--- config.mk ---
export PLATFORM = sky130hd
export DESIGN_NAME = hazard_unit
export DESIGN_NICKNAME = d
export VERILOG_FILES = /design/src/rtl/hazard_unit_pkg.sv /design/src/rtl/hazard_unit_sat_counter.sv /design/src/rtl/hazard_unit.sv
export SDC_FILE = /design/constraint.sdc
export NUM_CORES = 1
export LEC_CHECK = 0
export CAP_MARGIN = 20
export CORE_MARGIN = 1
export CORE_UTILIZATION = 54
export DETAILED_ROUTE_END_ITERATION = 12
export PLACE_DENSITY_LB_ADDON = 0.15
export SLEW_MARGIN = 15
export SYNTH_ARGS = -nofsm -noshare
export SYNTH_HDL_FRONTEND = slang
export SYNTH_SLANG_ARGS = --single-unit
--- constraint.sdc ---
create_clock -name clk -period 5.36 [get_ports clk]
set_clock_uncertainty 0.2 [all_clocks]
set_input_delay 0.536 -clock clk [delete_from_list [all_inputs] [get_ports clk]]
set_output_delay 0.536 -clock clk [all_outputs]
set_load 0.05 [all_outputs]
--- src/rtl/hazard_unit_pkg.sv ---
// Shared types and defaults for the pipeline interlock controller.
// Holds the FSM state type and default sizing constants.
package hazard_unit_pkg;

  typedef enum logic {
    HZ_RUN      = 1'b0,
    HZ_MEM_WAIT = 1'b1
  } hazard_state_t;

  localparam int unsigned HZ_MEM_TIMEOUT = 16;
  localparam int unsigned HZ_CNT_W       = 32;

endpackage

--- src/rtl/hazard_unit_sat_counter.sv ---
// Saturating event counter: adds one per cycle while inc is high,
// sticks at all-ones. Ports: clk, rst, inc, count[W-1:0].
module sat_counter #(
  parameter int unsigned W = 32
) (
  input  logic         clk,
  input  logic         rst,
  input  logic         inc,
  output logic [W-1:0] count
);

  logic [W-1:0] cnt_q;
  logic [W-1:0] cnt_d;

  always_comb begin
    cnt_d = cnt_q;
    if (inc && (cnt_q != '1)) begin
      cnt_d = cnt_q + W'(1);
    end
  end

  always_ff @(posedge clk) begin
    if (rst) begin
      cnt_q <= '0;
    end else begin
      cnt_q <= cnt_d;
    end
  end

  assign count = cnt_q;

endmodule

--- src/rtl/hazard_unit.sv ---
// Pipeline interlock: memory freeze, branch squash, load-use bubble.
// In: ID/EX hazard info, mem req/ready. Out: stalls, bubbles, flush, counters.
module hazard_unit
  import hazard_unit_pkg::*;
#(
  parameter int unsigned MEM_TIMEOUT = HZ_MEM_TIMEOUT,
  parameter int unsigned CNT_W       = HZ_CNT_W
) (
  input  logic             clk,
  input  logic             rst,
  input  logic [4:0]       id_sel_rs1_i,
  input  logic [4:0]       id_sel_rs2_i,
  input  logic             id_uses_rs1_i,
  input  logic             id_uses_rs2_i,
  input  logic [4:0]       ex_sel_rd_i,
  input  logic             ex_is_load_i,
  input  logic             ex_branch_taken_i,
  input  logic             mem_req_i,
  input  logic             mem_ready_i,
  output logic             stall_if_o,
  output logic             stall_id_o,
  output logic             stall_ex_o,
  output logic             stall_mem_o,
  output logic             bubble_ex_o,
  output logic             bubble_wb_o,
  output logic             flush_id_o,
  output logic             mem_timeout_o,
  output logic [CNT_W-1:0] stall_cycles_o,
  output logic [CNT_W-1:0] flush_count_o
);

  localparam int unsigned WCW = $clog2(MEM_TIMEOUT + 1);
  localparam logic [WCW-1:0] WMAX = WCW'(MEM_TIMEOUT);

  hazard_state_t  state_q;
  logic [WCW-1:0] wcnt_q;

  logic at_limit;
  logic in_run;
  logic in_wait;
  logic freeze;
  logic timeout;
  logic branch;
  logic rs1_hit;
  logic rs2_hit;
  logic load_use;
  logic live;

  logic [CNT_W-1:0] stall_cnt;
  logic [CNT_W-1:0] flush_cnt;

  assign at_limit = (wcnt_q == WMAX);
  assign in_run   = (state_q == HZ_RUN);
  assign in_wait  = (state_q == HZ_MEM_WAIT);

  assign freeze  = (in_run && mem_req_i && !mem_ready_i)
                || (in_wait && !mem_ready_i && !at_limit);
  // A ready in the final wait cycle wins over the timeout.
  assign timeout = in_wait && !mem_ready_i && at_limit;

  assign rs1_hit = id_uses_rs1_i && (id_sel_rs1_i == ex_sel_rd_i);
  assign rs2_hit = id_uses_rs2_i && (id_sel_rs2_i == ex_sel_rd_i);

  assign branch   = !freeze && ex_branch_taken_i;
  assign load_use = !freeze && !ex_branch_taken_i && ex_is_load_i
                 && (ex_sel_rd_i != 5'd0) && (rs1_hit || rs2_hit);

  always_ff @(posedge clk) begin
    if (rst) begin
      state_q <= HZ_RUN;
      wcnt_q  <= '0;
    end else begin
      unique case (state_q)
        HZ_RUN: begin
          if (mem_req_i && !mem_ready_i) begin
            state_q <= HZ_MEM_WAIT;
            wcnt_q  <= '0;
          end
        end
        HZ_MEM_WAIT: begin
          if (mem_ready_i || at_limit) begin
            state_q <= HZ_RUN;
          end else begin
            wcnt_q <= wcnt_q + WCW'(1);
          end
        end
      endcase
    end
  end

  // Every output is held low for the whole reset cycle.
  assign live = !rst;

  assign stall_if_o    = live && (freeze || load_use);
  assign stall_id_o    = live && (freeze || load_use);
  assign stall_ex_o    = live && freeze;
  assign stall_mem_o   = live && freeze;
  assign bubble_ex_o   = live && (branch || load_use);
  assign bubble_wb_o   = live && freeze;
  assign flush_id_o    = live && branch;
  assign mem_timeout_o = live && timeout;

  sat_counter #(.W(CNT_W)) u_stall_cnt (
    .clk   (clk),
    .rst   (rst),
    .inc   (stall_if_o),
    .count (stall_cnt)
  );

  sat_counter #(.W(CNT_W)) u_flush_cnt (
    .clk   (clk),
    .rst   (rst),
    .inc   (flush_id_o),
    .count (flush_cnt)
  );

  assign stall_cycles_o = live ? stall_cnt : '0;
  assign flush_count_o  = live ? flush_cnt : '0;

endmodule

Yosys cells after proc, flatten, opt, wreduce, memory -nomap -nowiden
Cells that the tools add are included.

storage, ports and cells
  register bits after elaboration = 70
  input bits = 23

operators by class
  $add $sub $neg = 3
  equality and inequality tests = 7
  multiplexer cells = 8
  bitwise operators = 1
  reductions and logical operators = 32

operators by type and width
  cell                                                                     number
  32-bit by 1-bit adder with 32-bit output, second input constant          2
  32-bit 2-to-1 mux                                                        2
  32-bit inequality test, second input constant                            2
  1-bit logical AND                                                        20
  5-bit == test                                                            2
  5-bit 2-to-1 mux                                                         2
  5-bit one-hot mux with 2 select lines                                    1
  5-bit by 1-bit adder with 5-bit output, second input constant            1
  5-bit == test, second input constant                                     1
  1-bit logical NOT                                                        5
  1-bit logical OR                                                         5
  5-bit nonzero test                                                       1
  1-bit 2-to-1 mux                                                         2
  2-bit by 1-bit inequality test with 1-bit output, second input constant  1
  2-bit inequality test, second input constant                             1
  1-bit one-hot mux with 2 select lines                                    1
  2-bit AND reduction                                                      1
  1-bit NOT                                                                1

Depth between registers and ports, before layout
  word-level depth = 12
  gate-level depth with buffers = 10
  gate-level depth less buffers = 9

Cells and area by module
Synthesis repeated with hierarchy kept, for this count alone.

unflattened totals
  cells, all modules = 531
  area total of the unflattened synthesis = 4,292.9 um2

modules (own cells, without submodules)
  module       instances  cells each  area an instance (um2)  sequential area each (um2)
  sat_counter  2          199         1,674.1                 640.6
  hazard_unit  1          133         944.7                   120.1

Worst setup path after synthesis
Ideal clock, no wire load.

  kind = register -> output
  start point = register wcnt_q[0]
  end point = output stall_if_o
  data arrival time = 2,720 ps
  data required time = 4,624 ps
  setup slack = 1,904 ps
  stages on the path, launching flop included = 10
  path buffers = 2
  cells stage by stage = dfxtp_1 > inv_1 > ha_1 > and4bb_4 > a21o_1 > nor3_2 > a21oi_1 > clkbuf_1 > inv_1 > buf_4

between the ends
  cells in the longest elaborated chain, start to end = 11

RTL lines
  item                             RTL line           RTL
  from (decl)                      hazard_unit.sv:36  logic [WCW-1:0] wcnt_q;
  from (signal assigned)           hazard_unit.sv:84  wcnt_q <= wcnt_q + WCW'(1);
  5-bit == test *                  hazard_unit.sv:52  assign at_limit = (wcnt_q == WMAX);
  1-bit logical NOT *              hazard_unit.sv:57  || (in_wait && !mem_ready_i && !at_limit);
  1-bit logical AND *              hazard_unit.sv:57
  1-bit logical OR *               hazard_unit.sv:57
  1-bit logical NOT                hazard_unit.sv:65  assign load_use = !freeze && !ex_branch_taken_i && ex_is_load_i
  1-bit logical AND (2 in series)  hazard_unit.sv:65
  1-bit logical AND (2 in series)  hazard_unit.sv:66  && (ex_sel_rd_i != 5'd0) && (rs1_hit || rs2_hit);
  1-bit logical OR *               --
  1-bit logical AND *              --
  to (decl)                        hazard_unit.sv:20  output logic stall_if_o,

Mark *: on every way between the ends. The rest lies on a longest branch, timed or not.

Final worst setup path
  start point = input mem_ready_i
  end point = output stall_id_o

between the ends
  cells in the longest elaborated chain, start to end = 11

RTL lines
  item                             RTL line                              RTL
  from (decl)                      hazard_unit.sv:19                     input logic mem_ready_i,
  1-bit logical NOT *              hazard_unit.sv:56, hazard_unit.sv:57
  1-bit logical AND (2 in series)  hazard_unit.sv:57
  1-bit logical OR *               hazard_unit.sv:57
  1-bit logical NOT                hazard_unit.sv:65
  1-bit logical AND (2 in series)  hazard_unit.sv:65
  1-bit logical AND (2 in series)  hazard_unit.sv:66
  1-bit logical OR *               hazard_unit.sv:95                     assign stall_id_o = live && (freeze || load_use);
  1-bit logical AND *              hazard_unit.sv:95
  to (decl)                        hazard_unit.sv:21                     output logic stall_id_o,

Marked as above.

==> summary.json <==
{
  "multiInputGateArea": {"value": 2380, "unit": "um2"},
  "finalHoldViolations": {"value": 0},
  "worstReg2RegStart": {"value": "wcnt_q[0]"},
  "rr_worst_depth": {"value": 10},
  "power.static_leakage": {"value": 1.70, "unit": "nW"},
  "final-seq-area": {"value": 1400, "unit": "um2"},
  "synth_xor_xnor_area_share": {"value": 0.126},
  "ant_nets": {"value": 0},
  "synth_nets": {"value": 534},
  "n_fill_cell": {"value": 546},
  "critPathCaptureType": {"value": "primary output"},
  "slew_violations": {"value": 0},
  "num_rows": {"value": 30},
  "dr.pass1.iters": {"value": 5},
  "syn-mean-instance-area": {"value": 7.79, "unit": "um2"},
  "synth_seq_area_share": {"value": 0.355},
  "routed_via_density": {"value": 5.35},
  "clk-insertion-delay-late": {"value": 340, "unit": "ps"},
  "tightest_slew": {"value": 648, "unit": "ps"},
  "grt_antenna_before_repair": {"value": 0},
  "cp.required": {"value": 4620, "unit": "ps"},
  "critical_path.max_fanout": {"value": 22},
  "max-cap-violations": {"value": 0},
  "worst_hold_startpoint": {"value": "u_stall_cnt.count[4]"},
  "fp.dieArea": {"value": 7660, "unit": "um2"},
  "clkSlewWorstSetupHoldPaths": {"value": 70, "unit": "ps"},
  "synth_largest_type_area_fraction": {"value": 0.355},
  "mappedNetlistArea": {"value": 3950, "unit": "um2"},
  "grt_usage": {"value": 0.249},
  "grt_pass1_wl": {"value": 15.1, "unit": "mm"},
  "place_hpwl": {"value": 6.50, "unit": "mm"},
  "path_cells": {"value": "clkdlybuf4s50_1 > or3b_2 > nand2_1 > a211oi_2 > a21oi_1 > buf_4 > inv_1 > clkdlybuf4s50_1"},
  "synth-adder-area-share": {"value": 0.0127},
  "max_freq": {"value": 0.262, "unit": "GHz"},
  "critical_path.most_common_cell": {"value": "clkdlybuf4s50_1"},
  "period_minus_slack": {"value": 3820, "unit": "ps"},
  "port-buffer-count": {"value": 94},
  "timing.hold.worst.class": {"value": "reg2reg"},
  "synth_largest_area_cell": {"value": "dfxtp_1"},
  "timing.critical_path.from_type": {"value": "input port"},
  "timing.reg2reg.setup_slack": {"value": 2360, "unit": "ps"},
  "yosys_warning_count": {"value": 0},
  "floorplan.io_pins": {"value": 95},
  "layout-drive-gt1-share": {"value": 0.0654},
  "p_per_area": {"value": 209, "unit": "nW/um2"},
  "post_cts_resize_count": {"value": 0},
  "synthTopCellsByArea": {"value": "dfxtp_1, xnor2_1, nor2b_1"},
  "starting_density": {"value": 0.569},
  "delay_contributed_by_the_slowest_stage_of_the_critical_path": {"value": 710, "unit": "ps"},
  "main_combinational_cell_family_by_area_after_synthesis": {"value": "simple AND/OR/NAND/NOR gates"},
  "clkSinkCount": {"value": 70},
  "synthSimpleGateAreaFrac": {"value": 0.388},
  "critical_path.startpoint": {"value": "mem_ready_i"},
  "met2WireLength": {"value": 4.60, "unit": "mm"},
  "globalRoute.totalOverflow": {"value": 0},
  "route.top_layer_used": {"value": "met4"},
  "report.power.total": {"value": 1.07, "unit": "mW"},
  "muxShareOfSynthArea": {"value": 0.0342},
  "final_gp_congestion": {"value": 0.862},
  "drc_errors": {"value": 0},
  "fin_setup_tns": {"value": 0, "unit": "ps"},
  "critPathKind": {"value": "in2out"},
  "synthCells": {"value": 507},
  "critPathCapture": {"value": "stall_id_o"},
  "cts_tree": {"value": "yes"},
  "setup_viol": {"value": 0},
  "area.growth.synth_to_final": {"value": 30.2, "unit": "%"},
  "slowest_stage": {"value": "clkdlybuf4s50_1"},
  "wire_per_inst": {"value": 13.2, "unit": "um"},
  "compound_gate_portion_of_the_synthesized_area": {"value": 0.0406},
  "cts-root-to-sink-buffers": {"value": 2},
  "post_cts_setup_buffers": {"value": 0},
  "finish.net_count": {"value": 618},
  "wl_met3": {"value": 349, "unit": "um"},
  "grt_pass1_vias": {"value": 3421},
  "placeableCoreArea": {"value": 6940, "unit": "um2"},
  "vdd_drop_max": {"value": 253, "unit": "uV"},
  "drt-initial-drc-count": {"value": 133},
  "root_buffer": {"value": "clkbuf_8"},
  "ys_ff_latch": {"value": 70},
  "die_width": {"value": 87.5, "unit": "um"},
  "vias": {"value": 3701},
  "rsz0062_at_grt": {"value": "no"},
  "slew-limit-headroom": {"value": 0.568},
  "netlist-cell-type-count": {"value": 41},
  "diode_insertion_count_for_antenna_repair": {"value": 0},
  "cts-hold-fix-buffers": {"value": 0},
  "timing.critical_path.arrival": {"value": 3090, "unit": "ps"},
  "cts_max_level": {"value": 3},
  "drt-met1-wl": {"value": 4.03, "unit": "mm"},
  "fin_crit_sh": {"value": 0.713},
  "chipHeight": {"value": 87.5, "unit": "um"},
  "grt_max_degree": {"value": 69},
  "wirelength": {"value": 9.13, "unit": "mm"},
  "timing.rr.end": {"value": "u_stall_cnt.count[25]"},
  "number_of_clock_buffers_inserted_by_tritoncts": {"value": 9},
  "run_status": {"value": "finished clean"}
}
flip-flops by register name, summed over array words and instances (netlist names):
register           cells
in_wait                1
u_stall_cnt.count     32
wcnt_q                 5
u_flush_cnt.count     32
worst max-delay path: cells and delay by family:
family | cells | cell delay (ps)
buffers and inverters | 4 | 1610
and+or+nand+nor | 2 | 690
AOI/OAI and AO/OA | 2 | 240
logic make-up after synthesis:
group                    Yosys count
AO/OA/AOI/OAI                     28
XOR/XNOR                          57
adder cells (fa/ha/maj)            4
buffers and inverters             41
flip-flops                        70
multiplexers                      12
AND/OR/NAND/NOR                  295
final cells by class:
| type | instances | share of cell area |
|---|---|---|
| Tap cell | 96 | 0.0234 |
| Inverter | 17 | 0.0124 |
| Clock inverter | 4 | 0.0136 |
| Multi-Input combinational cell | 396 | 0.463 |
| Clock buffer | 12 | 0.0282 |
| Sequential cell | 70 | 0.273 |
| Timing Repair Buffer | 97 | 0.187 |
power by group:
group / leakage, nW / switching (mW) / internal, mW
clock: 0.110 / 0.193 / 0.274
sequential: 0.564 / 0.00324 / 0.522
combinational: 1.02 / 0.0489 / 0.0334
total: 1.70 / 0.246 / 0.829
stage by stage:
stage                     utilization  area (um2)  hold slack (ps)  std cells  worst slack [ps]
after global placement          0.709        4920              244        676              1590
after detailed placement        0.709        4920              284        676              1570
after CTS                       0.740        5140              291        692              1550
final                           0.740        5140              293        692              1540
after global routing            0.740        5140              318        692              1380
after floorplan                     -        3950              225        507              1900
layout by cell type (no fill, tap or decap), types with 2 or more instances in the layout:
cell,Yosys,routed
or3_1,4,4
nor3_1,17,17
or2_2,2,2
clkdlybuf4s50_1,0,93
nor2b_1,55,55
clkbuf_8,0,10
nor4b_1,2,2
or4_4,2,2
nor4_1,13,13
nand2_1,39,39
xor2_1,11,11
a21oi_1,10,10
o21ai_0,11,11
ha_1,4,4
and2_1,2,2
clkinv_2,0,2
clkbuf_1,17,2
nand3_1,30,30
mux2_2,12,12
xnor2_1,46,46
bufinv_16,0,2
buf_4,3,4
and4_1,6,6
and3_1,10,10
nand4_1,19,19
dfxtp_1,70,70
inv_1,17,17
nor2_1,85,85
or4_1,2,2
worst min path at each step:
stage	to	slack [ps]	cells after the start
2_1_floorplan	u_stall_cnt.count[4]	230	1
3_3_place_gp	u_stall_cnt.count[4]	240	1
3_5_place_dp	u_stall_cnt.count[4]	280	1
4_1_cts	u_stall_cnt.count[4]	290	1
5_1_grt	u_stall_cnt.count[4]	320	1
6_report	u_stall_cnt.count[4]	290	1
cells in the mapped netlist, drive strengths merged:
library cell,instances
a211oi,1
a21o,1
a21oi,10
and2,2
and3,10
and4,6
and4bb,1
buf,7
clkbuf,17
dfxtp,70
ha,4
inv,17
mux2,12
nand2,39
nand2b,1
nand3,30
nand3b,1
nand4,19
nor2,85
nor2b,55
nor3,18
nor3b,1
nor4,14
nor4b,2
o2111ai,1
o211ai,1
o21ai,12
o22ai,1
o31ai,1
or2,2
or3,4
or3b,1
or4,4
xnor2,46
xor2,11
metal layers:
layer / up-vias / global-route usage
met5: - / 0
met4: 0 / 0.0969
met3: 14 / 0.0569
met2: 87 / 0.443
met1: 1719 / 0.289
li1: 1881 / -
No activity file was read; power rests on OpenSTA's default activity.
